$ cat src/rtl/mem_arbiter.sv
// Round-robin arbiter and sequencer sharing one byte-addressed RAM port between
// instruction fetch (word reads) and load/store (byte/word reads and writes).
module mem_arbiter #(
    parameter int unsigned ADDR_LIMIT = 2048
) (
    input  logic        I_clk,
    input  logic        I_reset_n,
    input  logic        I_f_req,
    input  logic [15:0] I_f_addr,
    output logic        O_f_ack,
    output logic [15:0] O_f_data,
    output logic        O_f_err,
    input  logic        I_d_req,
    input  logic        I_d_write,
    input  logic [1:0]  I_d_size,
    input  logic [15:0] I_d_addr,
    input  logic [15:0] I_d_data,
    output logic        O_d_ack,
    output logic [15:0] O_d_data,
    output logic        O_d_err,
    output logic        O_ram_enable,
    output logic        O_ram_write,
    output logic [1:0]  O_ram_size,
    output logic [15:0] O_ram_addr,
    output logic [15:0] O_ram_data,
    input  logic [15:0] I_ram_data,
    output logic        O_busy
);

    typedef enum logic [1:0] {S_IDLE, S_ISSUE, S_READ, S_DONE} state_t;

    localparam logic [16:0] LIMIT     = 17'(ADDR_LIMIT);
    localparam logic [16:0] LAST_BYTE = 17'(ADDR_LIMIT - 1);

    state_t      state_q, state_d;
    logic        last_q, last_d;
    logic        port_q, port_d;
    logic        err_q, err_d;
    logic [15:0] f_data_q, f_data_d;
    logic [15:0] d_data_q, d_data_d;
    logic        ram_en_q, ram_en_d;
    logic        ram_write_q, ram_write_d;
    logic [1:0]  ram_size_q, ram_size_d;
    logic [15:0] ram_addr_q, ram_addr_d;
    logic [15:0] ram_data_q, ram_data_d;

    logic        gnt_data;
    logic        sel_write;
    logic [1:0]  sel_size;
    logic [15:0] sel_addr;
    logic [15:0] sel_wdata;
    logic        size_bad;
    logic        fault;

    // last_q/port_q: 1 = load/store port, 0 = fetch port
    assign gnt_data  = I_d_req & (~I_f_req | ~last_q);
    assign sel_write = gnt_data & I_d_write;
    assign sel_size  = gnt_data ? I_d_size : 2'd2;
    assign sel_addr  = gnt_data ? I_d_addr : I_f_addr;
    assign sel_wdata = gnt_data ? I_d_data : 16'h0000;
    assign size_bad  = (sel_size != 2'd1) && (sel_size != 2'd2);
    assign fault     = ({1'b0, sel_addr} >= LIMIT) || size_bad ||
                       ((sel_size == 2'd2) && ({1'b0, sel_addr} == LAST_BYTE));

    always_comb begin
        state_d     = state_q;
        last_d      = last_q;
        port_d      = port_q;
        err_d       = err_q;
        f_data_d    = f_data_q;
        d_data_d    = d_data_q;
        ram_en_d    = 1'b0;
        ram_write_d = 1'b0;
        ram_size_d  = 2'd0;
        ram_addr_d  = 16'h0000;
        ram_data_d  = 16'h0000;
        unique case (state_q)
            S_IDLE: begin
                if (I_f_req || I_d_req) begin
                    port_d = gnt_data;
                    last_d = gnt_data;
                    if (fault) begin
                        err_d   = 1'b1;
                        state_d = S_DONE;
                        if (gnt_data) d_data_d = 16'h0000;
                        else          f_data_d = 16'h0000;
                    end else begin
                        err_d       = 1'b0;
                        state_d     = S_ISSUE;
                        ram_en_d    = 1'b1;
                        ram_write_d = sel_write;
                        ram_size_d  = sel_size;
                        ram_addr_d  = sel_addr;
                        ram_data_d  = sel_wdata;
                    end
                end
            end
            S_ISSUE: state_d = ram_write_q ? S_DONE : S_READ;
            S_READ: begin
                if (port_q) d_data_d = I_ram_data;
                else        f_data_d = I_ram_data;
                state_d = S_DONE;
            end
            S_DONE:  state_d = S_IDLE;
            default: state_d = S_IDLE;
        endcase
    end

    always_ff @(posedge I_clk or negedge I_reset_n) begin
        if (!I_reset_n) begin
            state_q     <= S_IDLE;
            last_q      <= 1'b1;
            port_q      <= 1'b0;
            err_q       <= 1'b0;
            f_data_q    <= 16'h0000;
            d_data_q    <= 16'h0000;
            ram_en_q    <= 1'b0;
            ram_write_q <= 1'b0;
            ram_size_q  <= 2'd0;
            ram_addr_q  <= 16'h0000;
            ram_data_q  <= 16'h0000;
        end else begin
            state_q     <= state_d;
            last_q      <= last_d;
            port_q      <= port_d;
            err_q       <= err_d;
            f_data_q    <= f_data_d;
            d_data_q    <= d_data_d;
            ram_en_q    <= ram_en_d;
            ram_write_q <= ram_write_d;
            ram_size_q  <= ram_size_d;
            ram_addr_q  <= ram_addr_d;
            ram_data_q  <= ram_data_d;
        end
    end

    assign O_f_ack      = (state_q == S_DONE) && !port_q;
    assign O_d_ack      = (state_q == S_DONE) && port_q;
    assign O_f_err      = O_f_ack && err_q;
    assign O_d_err      = O_d_ack && err_q;
    assign O_f_data     = f_data_q;
    assign O_d_data     = d_data_q;
    assign O_ram_enable = ram_en_q;
    assign O_ram_write  = ram_write_q;
    assign O_ram_size   = ram_size_q;
    assign O_ram_addr   = ram_addr_q;
    assign O_ram_data   = ram_data_q;
    assign O_busy       = (state_q != S_IDLE);

endmodule

$ cat config.mk
export PLATFORM = sky130hd
export DESIGN_NAME = mem_arbiter
export DESIGN_NICKNAME = d
export VERILOG_FILES = /design/src/rtl/mem_arbiter.sv
export SDC_FILE = /design/constraint.sdc
export NUM_CORES = 1
export LEC_CHECK = 0
export ABC_AREA = 1
export CORE_AREA = 2 2 80 82
export CTS_BUF_LIST = sky130_fd_sc_hd__clkbuf_2
export CTS_CLUSTER_DIAMETER = 60
export DETAILED_ROUTE_END_ITERATION = 8
export DIE_AREA = 0 0 82 84
export DONT_BUFFER_PORTS = 1
export PLACE_DENSITY = 0.71
export SLEW_MARGIN = 30
export SYNTH_ARGS = -nofsm -noshare
export SYNTH_HDL_FRONTEND = slang
export SYNTH_SLANG_ARGS = --single-unit
export TNS_END_PERCENT = 20
$ cat constraint.sdc
create_clock -name I_clk -period 2.4 [get_ports I_clk]
set_input_delay 0.6 -clock I_clk [delete_from_list [all_inputs] [get_ports I_clk]]
set_output_delay 0.6 -clock I_clk [all_outputs]
set_load 0.03 [all_outputs]
==> results.cfg <==
[final_layout]
final_cell_area_um2 = 3610
drive_gt1_frac = 0.122
antenna_cells = 0
final_common_cell = nand2_1
finalCoreUtilization = 0.593
final_nets = 467
area_growth_syn_to_layout_pct = 7.64
layout_common_cells = nand2_1, dfrtp_1, nand4_1

[logic_synthesis]
muxShareOfSynthArea = 0
synth_simple_gate_area_frac = 0.325
synth_edf_count = 0
synth-compound-area-share = 0.0350
seq_area_frac_synth = 0.544
synthFlopType = dfrtp_1
netlist_area_um2 = 3360
synth_cell_types = 33
yosys.area_share.adder = 0.0186
yosysWarnings = 0
syn_area_per_cell_um2 = 8.79
synthArstFlopShare = 1.00
synth_xor_area_frac = 0
ys_seq_elements = 73
synth_top_family_by_area = simple AND/OR/NAND/NOR gates
syn_inst = 382

[cts]
htreeDepth = 3
postCtsSetupRepairBufs = 0
clkSinkCount = 73
clockBufferDepth = 2
clk_pin_slew_ns = 0.19
clock_latency_ns = 0.49
root_buffer = clkbuf_2
tritoncts = yes
cts_buffers = 9

[routing]
drc = 0
ant_nets = 0
wire_per_inst_um = 16.0
vias = 2532
wirelength_mm = 7.55
drt-initial-drc-count = 122
drt-pass1-iter-count = 4
vias_per_cell = 5.36

[timing]
hold_viol = 0
fmax_ghz = 0.449
rsz0062_at_grt = no
fin_skew_ns = 0.0176
fin_crit_ns = 2.23
final-setup-viol-count = 0
slew_viol_final = 0
finalCritPeriodShare = 0.927
whs_ns = 0.197
worstMarginPinSlew_ns = 0.544
tns_ns = 0
slew_headroom = 0.636

[setup_path]
reg2regPathDepth = 11
cp.arrival_ns = 1.63
path_max_fanout = 5
required_ns = 1.80
start_kind = register
cp-end-kind = primary output
critPathKind = register to primary output

[worst_hold_path]
whs_path_depth = 2
hold_path.class = primary input to register

[floorplan]
die_area_um2 = 6890
fp.dieW_um = 82
start_util = 0.551
ios = 144
rows = 29
die_h_um = 84
coreArea_um2 = 6100

[grt]
first_global_vias = 2531
grt_usage = 0.237
grt_max_degree = 74
antenna_found_initial = 0
gr-total-overflow = 0
grt_first_pass_wirelength_mm = 12.3

[pwr]
power.density_nw_per_um2 = 1280
power.leakage_nw = 1.96
peakVddDrop_v = 0.000659
p_total_mw = 4.62

[job]
maxCapViolations = 0

[place]
place_congestion = 0.868
portBuffers = 0
placed_area_um2 = 3420
hpwl_mm = 5.32

[outcome]
status = completed
cells by family (layout without fill, tap and decap cells):
| group | count (synthesis) | in the layout |
|---|---|---|
| buf+inv | 50 | 59 |
| simple gates | 235 | 235 |
| flops | 73 | 73 |
| fa+ha+maj | 5 | 5 |
| other cells | 1 | 5 |
| compound gates | 18 | 18 |
area by class of cell:
class,instances,area [um2]
Clock inverter,5,105
Clock buffer,10,50.0
Inverter,30,113
Tap cell,77,96.3
Sequential cell,73,1830
Timing Repair Buffer,14,131
Multi-Input combinational cell,263,1290
Fill cell,541,2480
power by group:
group / switching, mW / total, mW / internal, mW
Sequential: 0.702 / 2.22 / 1.51
Combinational: 1.07 / 1.53 / 0.461
Clock: 0.428 / 0.875 / 0.447
Total: 2.20 / 4.62 / 2.42
per-layer routing:
metal,track usage,up-vias,wire length [um]
li1,-,1231,-
met1,0.307,1169,3130
met2,0.353,108,3540
met3,0.0920,24,657
met4,0.102,0,225
met5,0,-,0
Yosys cell counts, types with 4 or more instances:
master | instances | area [um2]
nand3_1 | 15 | 75.1
nand2_1 | 141 | 529
dfrtp_1 | 72 | 1800
nand4_1 | 32 | 200
inv_1 | 29 | 109
clkbuf_1 | 6 | 22.5
nor2_1 | 29 | 109
nand2_2 | 4 | 25.0
buf_4 | 5 | 37.5
ha_1 | 5 | 62.6
a21oi_1 | 12 | 60.1
final timing paths:
kind                                       to  slack [ns]        start
worst max-delay path                  O_d_err        0.17   state_q[1]
worst min-delay path            O_ram_data[5]        0.20  I_d_data[5]
worst max register to register    O_d_data[0]        0.20       last_q
worst min register to register         last_q        0.50       last_q
max in group asynchronous              last_q        1.42    I_reset_n
min in group asynchronous         O_d_data[8]        0.62    I_reset_n
critical path, stage by stage (launching register included):
cell and delay [ns]:
dfrtp_1 0.44, ha_1 0.20, nand2_1 0.08, nor2_1 0.43
sequential cells by signal (all words and copies together), names as in the netlist:
register and cells:
O_ram_size 2, port_q 1, O_ram_write 1, state_q 2
O_ram_enable 1, O_d_data 16, O_ram_data 16, last_q 1
O_ram_addr 16, err_q 1, O_f_data 16
timing repair:
item / CTS / global route
hold buffers: 2 / 0
endpoints found under the setup margin: 0 / 16
gates resized for setup: 0 / 1
endpoints found under the hold margin: 73 / 0
stage by stage:
stage | setup WS (ns) | std cells
detailed placement | 0.0625 | 455
finish | 0.174 | 472
global route | 0.0104 | 472
floorplan | 0.201 | 386
CTS | 0.137 | 472
global placement | 0.134 | 455
Power figures use the tool's default switching activity.
